### config.mk
export PLATFORM = sky130hd
export DESIGN_NAME = csr_file_flat
export DESIGN_NICKNAME = d
export VERILOG_FILES = /design/src/rtl/offnariscv_pkg.sv /design/src/rtl/riscv_pkg.sv /design/src/rtl/csr_wif.sv /design/src/rtl/csr_counter64.sv /design/src/rtl/csr_file.sv /design/src/flat_wrapper.sv
export SDC_FILE = /design/constraint.sdc
export NUM_CORES = 1
export LEC_CHECK = 0
export CAP_MARGIN = 20
export CORE_MARGIN = 1
export CORE_UTILIZATION = 50
export DETAILED_ROUTE_END_ITERATION = 8
export HOLD_SLACK_MARGIN = 0.15
export PLACE_DENSITY = 0.78
export SLEW_MARGIN = 10
export SYNTH_ARGS = -nofsm -noshare
export SYNTH_HDL_FRONTEND = slang
export SYNTH_SLANG_ARGS = --single-unit
### constraint.sdc
create_clock -name clk -period 30.3 [get_ports clk]
set_input_delay 7.575 -clock clk [delete_from_list [all_inputs] [get_ports clk]]
set_output_delay 7.575 -clock clk [all_outputs]
set_load 0.05 [all_outputs]
### src/rtl/offnariscv_pkg.sv
// Core-specific defaults for the offnariscv implementation.
package offnariscv_pkg;

  // RV32I: MXL=1, I extension bit set.
  localparam logic [31:0] MISA_DEFAULT = 32'h4000_0100;

endpackage

### src/rtl/riscv_pkg.sv
// Shared RISC-V definitions: XLEN, machine-mode CSR addresses and mstatus layout.
package riscv_pkg;

  localparam int XLEN = 32;

  localparam logic [11:0] CSR_MSTATUS   = 12'h300;
  localparam logic [11:0] CSR_MISA      = 12'h301;
  localparam logic [11:0] CSR_MTVEC     = 12'h305;
  localparam logic [11:0] CSR_MSCRATCH  = 12'h340;
  localparam logic [11:0] CSR_MEPC      = 12'h341;
  localparam logic [11:0] CSR_MCAUSE    = 12'h342;
  localparam logic [11:0] CSR_MTVAL     = 12'h343;
  localparam logic [11:0] CSR_MCYCLE    = 12'hB00;
  localparam logic [11:0] CSR_MINSTRET  = 12'hB02;
  localparam logic [11:0] CSR_MCYCLEH   = 12'hB80;
  localparam logic [11:0] CSR_MINSTRETH = 12'hB82;
  localparam logic [11:0] CSR_CYCLE     = 12'hC00;
  localparam logic [11:0] CSR_INSTRET   = 12'hC02;
  localparam logic [11:0] CSR_CYCLEH    = 12'hC80;
  localparam logic [11:0] CSR_INSTRETH  = 12'hC82;
  localparam logic [11:0] CSR_MHARTID   = 12'hF14;

  localparam int MSTATUS_MIE  = 3;
  localparam int MSTATUS_MPIE = 7;
  localparam logic [1:0] MSTATUS_MPP_M = 2'b11;

  localparam logic [XLEN-1:0] WORD_ALIGN_MASK = {{(XLEN-2){1'b1}}, 2'b00};

  typedef struct packed {
    logic mpie;
    logic mie;
  } mstatus_t;

  // Only MIE/MPIE are stored; MPP is hardwired to machine mode.
  function automatic logic [XLEN-1:0] mstatus_pack(mstatus_t s);
    logic [XLEN-1:0] v;
    v = '0;
    v[12:11]      = MSTATUS_MPP_M;
    v[MSTATUS_MIE]  = s.mie;
    v[MSTATUS_MPIE] = s.mpie;
    return v;
  endfunction

endpackage

### src/rtl/csr_wif.sv
// Commit-stage CSR write / trap request bundle.
interface csr_wif;
  logic [11:0]                 addr;
  logic [riscv_pkg::XLEN-1:0]  data;
  logic [riscv_pkg::XLEN-1:0]  pc;
  logic [riscv_pkg::XLEN-1:0]  cause;
  logic                        trap;
  logic                        valid;

  modport req (output addr, data, pc, cause, trap, valid);
  modport rsp (input  addr, data, pc, cause, trap, valid);
endinterface

### src/rtl/csr_counter64.sv
// 64-bit event counter with independently writable 32-bit halves.
module csr_counter64 (
  input  logic        clk,
  input  logic        rst,
  input  logic        inc,
  input  logic        wr_lo,
  input  logic        wr_hi,
  input  logic [31:0] wdata,
  output logic [63:0] value
);

  logic [63:0] r_value;

  // A software write to either half suppresses that cycle's increment.
  always_ff @(posedge clk or posedge rst) begin
    if (rst) begin
      r_value <= '0;
    end else if (wr_lo) begin
      r_value[31:0] <= wdata;
    end else if (wr_hi) begin
      r_value[63:32] <= wdata;
    end else if (inc) begin
      r_value <= r_value + 64'd1;
    end
  end

  assign value = r_value;

endmodule

### src/rtl/csr_file.sv
// Machine-mode CSR file: commit-stage writes and traps, combinational dispatcher read,
// trap/mret state and 64-bit mcycle/minstret counters.
module csr_file
  import riscv_pkg::*;
#(
  parameter logic [XLEN-1:0] HART_ID     = '0,
  parameter logic [XLEN-1:0] MTVEC_RESET = 32'h0000_0000,
  parameter logic [XLEN-1:0] MISA_VALUE  = offnariscv_pkg::MISA_DEFAULT
) (
  input  logic            clk,
  input  logic            rst,
  csr_wif.rsp             wbcsr_wif,
  input  logic [11:0]     rd_addr,
  output logic [XLEN-1:0] rd_data,
  output logic            rd_illegal,
  input  logic            retire,
  input  logic            mret,
  output logic [XLEN-1:0] mtvec_o,
  output logic [XLEN-1:0] mepc_o,
  output logic            mie_o
);

  mstatus_t        r_mstatus;
  logic [XLEN-1:0] r_mtvec;
  logic [XLEN-1:0] r_mscratch;
  logic [XLEN-1:0] r_mepc;
  logic [XLEN-1:0] r_mcause;
  logic [XLEN-1:0] r_mtval;

  logic            w_trap;
  logic            w_wr;
  logic [63:0]     w_mcycle;
  logic [63:0]     w_minstret;
  logic [XLEN-1:0] w_rd_data;
  logic            w_rd_illegal;

  assign w_trap = wbcsr_wif.valid & wbcsr_wif.trap;
  assign w_wr   = wbcsr_wif.valid & ~wbcsr_wif.trap;

  always_ff @(posedge clk or posedge rst) begin
    if (rst) begin
      r_mstatus  <= '0;
      r_mtvec    <= MTVEC_RESET;
      r_mscratch <= '0;
      r_mepc     <= '0;
      r_mcause   <= '0;
      r_mtval    <= '0;
    end else if (w_trap) begin
      // Trap entry overrides both the CSR write and any concurrent mret.
      r_mepc         <= wbcsr_wif.pc & WORD_ALIGN_MASK;
      r_mcause       <= wbcsr_wif.cause;
      r_mstatus.mpie <= r_mstatus.mie;
      r_mstatus.mie  <= 1'b0;
      r_mtval        <= '0;
    end else begin
      if (mret) begin
        r_mstatus.mie  <= r_mstatus.mpie;
        r_mstatus.mpie <= 1'b1;
      end else if (w_wr && wbcsr_wif.addr == CSR_MSTATUS) begin
        r_mstatus.mie  <= wbcsr_wif.data[MSTATUS_MIE];
        r_mstatus.mpie <= wbcsr_wif.data[MSTATUS_MPIE];
      end
      if (w_wr) begin
        case (wbcsr_wif.addr)
          CSR_MTVEC:    r_mtvec    <= wbcsr_wif.data & WORD_ALIGN_MASK;
          CSR_MSCRATCH: r_mscratch <= wbcsr_wif.data;
          CSR_MEPC:     r_mepc     <= wbcsr_wif.data & WORD_ALIGN_MASK;
          CSR_MCAUSE:   r_mcause   <= wbcsr_wif.data;
          CSR_MTVAL:    r_mtval    <= wbcsr_wif.data;
          default:      ;
        endcase
      end
    end
  end

  csr_counter64 u_mcycle (
    .clk   (clk),
    .rst   (rst),
    .inc   (1'b1),
    .wr_lo (w_wr && wbcsr_wif.addr == CSR_MCYCLE),
    .wr_hi (w_wr && wbcsr_wif.addr == CSR_MCYCLEH),
    .wdata (wbcsr_wif.data),
    .value (w_mcycle)
  );

  csr_counter64 u_minstret (
    .clk   (clk),
    .rst   (rst),
    .inc   (retire),
    .wr_lo (w_wr && wbcsr_wif.addr == CSR_MINSTRET),
    .wr_hi (w_wr && wbcsr_wif.addr == CSR_MINSTRETH),
    .wdata (wbcsr_wif.data),
    .value (w_minstret)
  );

  // Read port sees only registered state, so a same-cycle write is not forwarded.
  always_comb begin
    w_rd_data    = '0;
    w_rd_illegal = 1'b0;
    case (rd_addr)
      CSR_MSTATUS:                 w_rd_data = mstatus_pack(r_mstatus);
      CSR_MISA:                    w_rd_data = MISA_VALUE;
      CSR_MTVEC:                   w_rd_data = r_mtvec;
      CSR_MSCRATCH:                w_rd_data = r_mscratch;
      CSR_MEPC:                    w_rd_data = r_mepc;
      CSR_MCAUSE:                  w_rd_data = r_mcause;
      CSR_MTVAL:                   w_rd_data = r_mtval;
      CSR_MCYCLE,   CSR_CYCLE:     w_rd_data = w_mcycle[31:0];
      CSR_MCYCLEH,  CSR_CYCLEH:    w_rd_data = w_mcycle[63:32];
      CSR_MINSTRET, CSR_INSTRET:   w_rd_data = w_minstret[31:0];
      CSR_MINSTRETH, CSR_INSTRETH: w_rd_data = w_minstret[63:32];
      CSR_MHARTID:                 w_rd_data = HART_ID;
      default:                     w_rd_illegal = 1'b1;
    endcase
  end

  assign rd_data    = w_rd_data;
  assign rd_illegal = w_rd_illegal;
  assign mtvec_o    = r_mtvec;
  assign mepc_o     = r_mepc;
  assign mie_o      = r_mstatus.mie;

endmodule

### src/flat_wrapper.sv
// flat-port wrapper written by rule: the top's interface ports become plain ports
module csr_file_flat import riscv_pkg::*;
#(
  parameter logic [XLEN-1:0] HART_ID     = '0,
  parameter logic [XLEN-1:0] MTVEC_RESET = 32'h0000_0000,
  parameter logic [XLEN-1:0] MISA_VALUE  = offnariscv_pkg::MISA_DEFAULT
)
  (clk, rst, rd_addr, rd_data, rd_illegal, retire, mret, mtvec_o, mepc_o, mie_o, wbcsr_wif_addr, wbcsr_wif_data, wbcsr_wif_pc, wbcsr_wif_cause, wbcsr_wif_trap, wbcsr_wif_valid);
  csr_wif wbcsr_wif_i ();
  input  logic clk;
  input  logic rst;
  input  logic [11:0] rd_addr;
  output logic [XLEN-1:0] rd_data;
  output logic rd_illegal;
  input  logic retire;
  input  logic mret;
  output logic [XLEN-1:0] mtvec_o;
  output logic [XLEN-1:0] mepc_o;
  output logic mie_o;
  input wire logic [$bits(wbcsr_wif_i.addr)-1:0] wbcsr_wif_addr;
  input wire logic [$bits(wbcsr_wif_i.data)-1:0] wbcsr_wif_data;
  input wire logic [$bits(wbcsr_wif_i.pc)-1:0] wbcsr_wif_pc;
  input wire logic [$bits(wbcsr_wif_i.cause)-1:0] wbcsr_wif_cause;
  input wire logic [$bits(wbcsr_wif_i.trap)-1:0] wbcsr_wif_trap;
  input wire logic [$bits(wbcsr_wif_i.valid)-1:0] wbcsr_wif_valid;
  assign wbcsr_wif_i.addr = wbcsr_wif_addr;
  assign wbcsr_wif_i.data = wbcsr_wif_data;
  assign wbcsr_wif_i.pc = wbcsr_wif_pc;
  assign wbcsr_wif_i.cause = wbcsr_wif_cause;
  assign wbcsr_wif_i.trap = wbcsr_wif_trap;
  assign wbcsr_wif_i.valid = wbcsr_wif_valid;
  csr_file #(.HART_ID(HART_ID), .MTVEC_RESET(MTVEC_RESET), .MISA_VALUE(MISA_VALUE)) u_core (.clk(clk), .rst(rst), .wbcsr_wif(wbcsr_wif_i), .rd_addr(rd_addr), .rd_data(rd_data), .rd_illegal(rd_illegal), .retire(retire), .mret(mret), .mtvec_o(mtvec_o), .mepc_o(mepc_o), .mie_o(mie_o));
endmodule
# --- Word-level counts from Yosys, hierarchy flattened ---
# Index checks and enable logic that the tools add are counted.
# W data, S select, Z words.
op_classes:
  add_sub_neg: 2
  n_eq_ne: 28
  n_mux: 21
  n_bitwise: 5
  n_reduce_logical: 24
op_table:
  columns: ["cell", "n"]
  rows:
  - ["$mux W32", 15]
  - ["$pmux W32 S11", 1]
  - ["$eq A12 B10 Y1 const B", 13]
  - ["$eq A12 B12 Y1 const B", 13]
  - ["$add A64 B1 Y64 const B", 2]
  - ["$mux W64", 1]
  - ["$reduce_or A16 Y1", 1]
  - ["$reduce_bool A2 Y1", 6]
  - ["$reduce_and A2 Y1", 5]
  - ["$reduce_or A2 Y1", 4]
  - ["$mux W2", 3]
  - ["$reduce_and A3 Y1", 2]
  - ["$logic_and A1 B1 Y1", 5]
  - ["$ne A2 B2 Y1 const B", 2]
  - ["$not A1 Y1", 3]
  - ["$reduce_bool A3 Y1", 1]
  - ["$and A1 B1 Y1", 2]
  - ["$mux W1", 1]
word_totals:
  ff_bits: 288
  out_inout_bits: 98

# --- Depth between registers and ports, before layout ---
# Gate-level depths: netlist of run 1.
logic_depth:
  depth_word: 6
  mapped_depth: 9
  ltp_nobuf: 7

# --- Cells and area by module ---
# Synthesis of run 1 repeated with hierarchy kept, for this count alone.
unflattened:
  hier_cells: 2018
  area_unflattened_um2: 17832.1
modules_own_cells:
  columns: ["mod", "n_inst", "cells_per_inst", "area_per_inst_um2"]
  rows:
  - ["csr_file", 1, 962, 9242.6]
  - ["csr_counter64 (u_core.u_mcycle)", 1, 541, 4319.1]
  - ["csr_counter64 (u_core.u_minstret)", 1, 515, 4270.3]

# --- Worst setup path after synthesis of run 1 ---
# Ideal clock, no wire load.
synth_timing:
  kind: "input -> output"
  startpoint: "input port rd_addr[8]"
  endpoint: "output port rd_illegal"
  arrival_time_ns: 10.165
  required_ns: 22.725
  slack_ns: 12.560
  cell_stages: 7
  n_path_buf: 1
  path_cell_list: "and3b_1 > o21ai_0 > nor2_1 > and2_1 > clkbuf_1 > o21bai_1 > nor4_1"
synth_between:
  elab_chain_len: 3
  word_cells_on_any_way: 18
  classes_between: "16 x eq/ne; 1 x mux; 1 x reduce/logical"
synth_lines:
  columns: ["item", "line_no", "rtl"]
  rows:
  - ["start, declared", "flat_wrapper.sv:12", "input logic [11:0] rd_addr;"]
  - ["$eq A12 B10 Y1 / $eq A12 B12 Y1 (equally long branches)", "csr_file.sv:100", "case (rd_addr)"]
  - ["$reduce_or A16 Y1 (no line) *", null, null]
  - ["$mux W1 *", "csr_file.sv:100", null]
  - ["end, declared", "flat_wrapper.sv:14", "output logic rd_illegal;"]
# Every way passes the cells marked *; elsewhere a longest branch is shown, timed or not.

# --- Worst setup path after layout of run 1 ---
layout_timing:
  startpoint: "input port rd_addr[10]"
  endpoint: "output port rd_data[28]"
layout_between:
  elab_chain_len: 3
  word_cells_on_any_way: 20
  classes_between: "15 x eq/ne; 1 x mux; 4 x reduce/logical"
layout_lines:
  columns: ["item", "line_no", "rtl"]
  rows:
  - ["$eq A12 B12 Y1", "csr_file.sv:100", null]
  - ["$reduce_or A2 Y1", null, null]
  - ["$pmux W32 S11 *", "csr_file.sv:100", null]
  - ["end, declared", "flat_wrapper.sv:13", "output logic [XLEN-1:0] rd_data;"]
# Marked as above.

==> impl_metrics.py, run 1 <==
metrics = {
    "finish": {
        "drive_above_1_share_pct": 9.93,
        "area_growth_pct": 21.9,
        "utilization_pct": 62.2,
        "fill_cells": 2641,
        "diodes": 0,
        "multi_input_area_um2": 8390,
        "fin_nets": 2037,
        "regArea_um2": 7160,
        "layout.cells.non_filler": 2335,
    },
    "route": {
        "vias_per_cell": 6.81,
        "drc": 0,
        "drtPass1Iterations": 7,
        "wire_per_inst_um": 26.3,
        "antenna_left": 0,
        "drt_iter0_drc": 2288,
        "vias": 15900,
        "totalWireLength_um": 61500,
    },
    "clock_tree": {
        "clock_sinks": 286,
        "hold_buffers": 0,
        "cts_resized": 0,
        "htree_levels": 1,
        "cts_tree": "built",
        "cts_buffers": 31,
        "clk_latency_ns": 0.59,
        "clockBufferDepth": 3,
        "clk_pin_slew_ns": 0.06,
        "postCtsSetupBuffers": 0,
        "cts_root_buf": "clkbuf_16",
    },
    "synthesis": {
        "synthArstFlopShare_pct": 100,
        "synth_compound_area_share_pct": 17.5,
        "synth_top_family_by_area": "simple AND/OR/NAND/NOR gates",
        "yosys.area_share.simple_pct": 20.4,
        "ys.flop_type": "dfrtp_1",
        "synth_fa_ha_area_share_pct": 0.155,
        "synth_edf_count": 0,
        "ys_types": 74,
        "synthTopCellsByArea": "dfrtp_1 (44%), mux2i_1 (6.4%), nand2_1 (5.2%), mux2_2 (4.5%), nor2_1 (3.9%)",
        "yosys_warnings": 0,
        "yosysTopAreaCellShare_pct": 44.3,
        "synth_cells": 1767,
        "ys_ff_latch": 286,
        "synthXorXnorAreaFrac_pct": 2.44,
        "ys_seq_area_share_pct": 44.3,
        "synthMuxAreaShare_pct": 11.0,
        "syn-cell-area_um2": 16200,
        "synth_top_area_cell": "dfrtp_1",
        "synth_area_per_cell_um2": 9.14,
    },
    "placed_design": {
        "dp_cells": 2277,
        "globalplace.congestion": 1.00,
        "detailed_place_hpwl_um": 43000,
        "io_buffer_count": 217,
    },
    "global_routing": {
        "grt_max_degree": 122,
        "grt_usage_pct": 37.2,
        "grt_pass1_wl_um": 93500,
        "antenna_found_initial": 1,
        "use_met1_pct": 51.0,
        "grt_busiest_layer": "met2",
        "grt-ovfl-total": 0,
        "grt_pass1_vias": 15100,
        "grtUsageMet2_pct": 54.4,
        "grtUsageMet3_pct": 7.12,
    },
    "sta": {
        "hold_viol": 0,
        "max_clock_freq_ghz": 0.0524,
        "min_period_ns": 19.08,
        "post-route-period-util_pct": 63.0,
        "setup_tns_ns": 0,
        "setup_viol": 0,
        "final_max_slew_viol_count": 0,
        "rsz0062_at_grt": "false",
        "max-slew-margin-rel_pct": 16.7,
        "worst_pin_slew_ns": 1.24,
        "finalClockSkew_ns": 0.0243,
    },
    "hold_path": {
        "hp-class": "reg -> reg",
    },
    "critical_path": {
        "critPathMaxStageDelay_ns": 0.79,
        "critical_path.max_fanout": 23,
        "required_ns": 22.73,
        "cp-start-kind": "primary input",
        "worstPathArrival_ns": 11.51,
        "cp_cell_sequence": "clkdlybuf4s50_1, and3b_1, o21ai_0, nor2b_1, buf_4, and2_1, buf_4, a222oi_1, nand3_1, clkdlybuf4s50_1",
        "end_kind": "output port",
        "crit_type": "in -> out",
        "cpMaxStageDelayCell": "a222oi_1",
    },
    "power_and_ir_drop": {
        "powerDensity_nw_per_um2": 48.6,
        "power.leakage_nw": 8.18,
        "ir_worst_vdd_mv": 0.0410,
    },
    "run_status": {
        "status": "completed",
    },
    "flow_run": {
        "maxCapViolations": 0,
    },
    "floorplan": {
        "die_w_um": 182,
        "coreArea_um2": 31600,
        "num_rows": 65,
        "ios": 224,
        "fp.dieArea_um2": 33000,
        "fp.dieH_um": 182,
        "start_util_pct": 51.1,
    },
}
final cells by class:
| class | count | share of cell area, % |
|---|---|---|
| multi-input cells | 1311 | 42.6 |
| flip-flops and latches | 286 | 36.3 |
| repair buffers | 253 | 12.4 |
| clock buffers | 44 | 4.70 |
| well taps | 402 | 2.55 |
| clock inverters | 13 | 0.871 |
| inverters | 26 | 0.534 |
worst paths after layout:
kind | depth (start not counted) | slack [ns] | endpoint | start
setup / recovery | 10 | 11.22 | rd_data[28] | rd_addr[10]
hold / removal | 1 | 0.51 | u_core.r_mscratch[20]$_DFFE_PP0P_ | u_core.r_mscratch[20]$_DFFE_PP0P_
setup reg to reg | 6 | 26.85 | u_core.u_mcycle.value[60]$_DFFE_PP0N_ | u_core.u_mcycle.value[13]$_DFFE_PP0P_
hold reg to reg | 1 | 0.51 | u_core.r_mscratch[20]$_DFFE_PP0P_ | u_core.r_mscratch[20]$_DFFE_PP0P_
max in group asynchronous | 4 | 20.70 | u_core.r_mtval[18]$_DFFE_PP0P_ | rst
min in group asynchronous | 2 | 7.50 | u_core.mepc_o[3]$_DFFE_PP0P_ | rst
cells in the mapped netlist (all sizes together) (4+ instances only):
master / instances
nor4bb: 4
a22oi: 44
buf: 22
o221a: 4
nor4b: 6
o21a: 6
clkbuf: 125
and4: 16
dfrtp: 286
nor2: 169
o31ai: 10
o211ai: 8
nor4: 29
xor2: 20
mux2i: 104
inv: 26
and3b: 4
a21boi: 6
o21ai: 124
a22o: 19
nand2: 223
and2: 11
a211oi: 14
or3: 11
a211o: 9
a221o: 7
or4: 7
nand3: 73
a31oi: 5
and3: 18
a222oi: 42
a31o: 4
mux2: 65
o32ai: 8
nand2b: 4
o22ai: 11
xnor2: 25
nor3: 37
nand4: 56
a311oi: 8
a21oi: 60
a221oi: 8
cells by family after synthesis:
logic type                 after synthesis
AOI/OAI and AO/OA                      410
xor gates and xnor gates                45
adders and majority gates                2
buffers and inverters                  173
DFF                                    286
muxes                                  169
other                                    1
and+or+nand+nor                        681
metrics by stage:
stage / cell area, um^2 / hold slack [ns] / power [W] / setup WS, ns
2_1_floorplan: 16200 / 0.478 / 0.000499 / 12.56
3_5_place_dp: 18600 / 0.494 / 0.000554 / 11.32
3_3_place_gp: 18600 / 0.485 / 0.000550 / 11.34
6_report: 19700 / 0.508 / 0.000957 / 11.22
5_1_grt: 19700 / 0.518 / 0.000983 / 11.11
4_1_cts: 19700 / 0.508 / 0.000956 / 11.32
flip-flops by register name (all words and copies together), names as in the netlist:
register                 count
u_core.r_mstatus             1
u_core.r_mtval              32
u_core.mie_o                 1
u_core.mepc_o               30
u_core.r_mcause             32
u_core.u_minstret.value     64
u_core.u_mcycle.value       64
u_core.mtvec_o              30
u_core.r_mscratch           32
cells in the final DEF (no fill, tap or decap), types with 9 or more instances in the layout:
master,synthesis,final
nand4_1,55,55
nor2_1,169,164
a22oi_1,44,44
a222oi_1,42,42
a22o_1,18,18
clkbuf_16,0,31
dfrtp_1,286,286
xnor2_1,25,25
nor4_1,26,24
o21ai_0,123,123
clkbuf_8,0,10
and3_1,16,15
nand2_1,223,222
inv_1,26,25
nand3_1,73,73
and4_1,16,16
mux2i_1,104,104
a211oi_1,14,14
mux2_2,65,65
clkdlybuf4s50_1,0,217
o22ai_1,11,11
nor3_1,37,37
or3_1,10,10
o31ai_1,10,10
xor2_1,20,20
a21oi_1,60,60
and2_1,10,9
buf_4,4,36
a211o_1,9,9
report_power, final:
group | internal, W | switching [W] | total, W
logic | 0.0000450 | 0.0000707 | 0.000116
registers | 0.000405 | 0.0000293 | 0.000434
clock network | 0.000245 | 0.000162 | 0.000407
critical path, delay by kind of cell:
kind | cells | cell delay [ns]
compound gates | 2 | 1.30
simple gates | 4 | 0.84
buf+inv | 4 | 1.80
routing by layer:
metal  wire length, um  vias to the layer above  share of wire (%)
met5                13                        -              0.021
met1             24200                     7737                 39
met3              6790                      221                 11
li1                  -                     6823                  -
met2             26200                     1114                 43
met4              4310                        2                7.0
(Power assumes the default switching activity.)
==> run 2, diff against run 1 <==
--- a/config.mk
+++ b/config.mk
@@ -10,7 +10,7 @@
 export CORE_UTILIZATION = 50
 export DETAILED_ROUTE_END_ITERATION = 8
 export HOLD_SLACK_MARGIN = 0.15
-export PLACE_DENSITY = 0.78
+export PLACE_DENSITY = 0.81
 export SLEW_MARGIN = 10
 export SYNTH_ARGS = -nofsm -noshare
 export SYNTH_HDL_FRONTEND = slang
==> constraint.sdc (replaced) <==
create_clock -name clk -period 16.8 [get_ports clk]
set_input_delay 4.2 -clock clk [delete_from_list [all_inputs] [get_ports clk]]
set_output_delay 4.2 -clock clk [all_outputs]
set_load 0.05 [all_outputs]
==> impl_metrics.py, run 2 (synthesis gave the netlist of run 1 again) <==
metrics = {
    "run_status": {
        "status": "finished with violations",
        "violations": "design-rule violations",
    },
    "clock_tree": {
        "clock_sinks": 286,
        "clockBufferDepth": 3,
        "postCtsSetupBuffers": 0,
        "cts_resized": 0,
        "cts_buffers": 30,
        "clk_pin_slew_ns": 0.06,
        "cts_tree": "built",
        "htree_levels": 1,
        "clk_latency_ns": 0.60,
        "hold_buffers": 0,
        "cts_root_buf": "clkbuf_16",
    },
    "finish": {
        "fin_nets": 2039,
        "drive_above_1_share_pct": 9.63,
        "area_growth_pct": 21.9,
        "mostFrequentLayoutCells": "dfrtp_1 (286), nand2_1 (222), clkdlybuf4s50_1 (217)",
        "fin_area_um2": 19700,
        "fill_cells": 2547,
        "layout_commonest_cell": "dfrtp_1",
    },
    "critical_path": {
        "end_kind": "output port",
        "reg2reg_slack_ns": 13.43,
        "r2r-start": "u_core.u_mcycle.value[7]$_DFFE_PP0P_",
        "r2r_cells": 6,
        "setup.worst_path.end": "rd_data[12]",
        "cp-start-kind": "primary input",
        "critical_path.max_fanout": 27,
        "worstPathArrival_ns": 8.18,
        "r2r_end": "u_core.u_mcycle.value[54]$_DFFE_PP0N_",
        "crit_type": "in -> out",
        "crit_start": "rd_addr[8]",
        "required_ns": 12.60,
    },
    "power_and_ir_drop": {
        "p_comb_share_pct": 12.6,
        "power.leakage_nw": 8.17,
        "pwr-share-clk_pct": 41.2,
        "swShare_pct": 28.1,
        "ir_worst_vdd_mv": 0.0822,
        "p_seq_share_pct": 46.2,
        "powerDensity_nw_per_um2": 86.0,
        "internal-power_w": 0.00122,
        "p_sw_w": 0.000477,
    },
    "floorplan": {
        "start_util_pct": 51.1,
        "fp.dieH_um": 182,
        "ios": 224,
        "die_w_um": 182,
        "fp.dieArea_um2": 33000,
        "coreArea_um2": 31600,
        "num_rows": 65,
    },
    "route": {
        "drc": 2,
        "antenna_left": 0,
        "vias_per_cell": 6.95,
        "wire_per_inst_um": 27.3,
        "vias": 16200,
        "totalWireLength_um": 63700,
        "drtPass1Iterations": 9,
        "drt_iter0_drc": 2587,
    },
    "sta": {
        "hold_viol": 0,
        "final_max_slew_viol_count": 0,
        "setup_viol": 0,
        "fin_ws_ns": 4.42,
        "rsz0062_at_grt": "false",
        "finalClockSkew_ns": 0.0370,
        "max-slew-margin-rel_pct": 16.3,
        "post-route-period-util_pct": 73.7,
        "max_clock_freq_ghz": 0.0808,
        "worst_pin_slew_ns": 1.25,
        "setup_tns_ns": 0,
        "min_period_ns": 12.38,
    },
    "hold_path": {
        "hp-class": "reg -> reg",
        "holdPathStages": 1,
    },
    "placed_design": {
        "io_buffer_count": 217,
        "globalplace.congestion": 1.05,
        "detailed_place_hpwl_um": 43900,
        "dp_worst_setup_slack_ns": 4.59,
        "dpl_cell_area_um2": 18600,
    },
    "global_routing": {
        "grt-ovfl-total": 0,
        "antenna_found_initial": 2,
        "grt_max_degree": 142,
        "grt_pass1_vias": 15400,
        "grt_pass1_wl_um": 94700,
        "grt_usage_pct": 37.9,
    },
    "flow_run": {
        "maxCapViolations": 0,
    },
}
-- run 2: cell count changes in the layout (fill, tap and decap cells not counted), sizes merged --
cell / before / now
clkinv: 7 / 3
buf: 36 / 39
bufinv: 4 / 3
inv: 27 / 26
diode: 0 / 1
clkbuf: 44 / 45
-- run 2: worst min path at each step --
stage | startpoint | endpoint | slack [ns]
final | u_core.r_mscratch[12]$_DFFE_PP0P_ | u_core.r_mscratch[12]$_DFFE_PP0P_ | 0.51
after global routing | u_core.r_mscratch[13]$_DFFE_PP0P_ | u_core.r_mscratch[13]$_DFFE_PP0P_ | 0.52
after CTS | u_core.r_mscratch[12]$_DFFE_PP0P_ | u_core.r_mscratch[12]$_DFFE_PP0P_ | 0.51
after detailed placement | u_core.r_mscratch[12]$_DFFE_PP0P_ | u_core.r_mscratch[12]$_DFFE_PP0P_ | 0.49
after global placement | u_core.r_mscratch[29]$_DFFE_PP0P_ | u_core.r_mscratch[29]$_DFFE_PP0P_ | 0.49
after floorplan | u_core.r_mscratch[31]$_DFFE_PP0P_ | u_core.r_mscratch[31]$_DFFE_PP0P_ | 0.48
-- run 2: area by class of cell --
type                    instances  area (um^2)  area share (%)
multi-input cells            1311         8390            42.6
clock inverters                 7          138           0.699
well taps                     402          503            2.55
diodes                          1         2.50          0.0127
clock buffers                  45          877            4.45
flip-flops and latches        286         7160            36.3
repair buffers                256         2520            12.8
inverters                      26          105           0.534
-- run 2: layer usage --
metal  vias to the layer above  routed length [um]  global-route usage, %
met4                         0                4760                   25.1
met5                         -                   0                      0
met2                      1321               27200                   55.4
met1                      7822               23700                   50.2
li1                       6818                   -                      -
met3                       259                8100                   8.80
-- run 2: power by group through the flow --
stage / Combinational (W) / Clock (W) / Sequential, W
2_1_floorplan: 0.0000896 / 0 / 0.000810
6_report: 0.000213 / 0.000698 / 0.000784
3_3_place_gp: 0.000203 / 0 / 0.000789
3_5_place_dp: 0.000208 / 0 / 0.000791
5_1_grt: 0.000226 / 0.000726 / 0.000787
4_1_cts: 0.000209 / 0.000696 / 0.000780
-- run 2: worst max-delay path, stage by stage --
cell and delay (ns):
clkdlybuf4s50_1 0.54, nor4bb_1 0.67, nand2_1 0.23, nor4b_2 0.55, buf_4 0.46, a22oi_1 0.17, nand3_1 0.20, a221o_1 0.28
clkdlybuf4s50_1 0.85
-- run 2: through the flow --
stage / util [%] / cells / hold WS, ns / total power [W]
floorplan: - / 1770 / 0.478 / 0.000900
global placement: 58.7 / 2275 / 0.485 / 0.000992
detailed placement: 58.7 / 2275 / 0.494 / 0.000999
global route: 62.2 / 2333 / 0.516 / 0.00174
CTS: 61.9 / 2327 / 0.507 / 0.00169
finish: 62.2 / 2334 / 0.507 / 0.00169
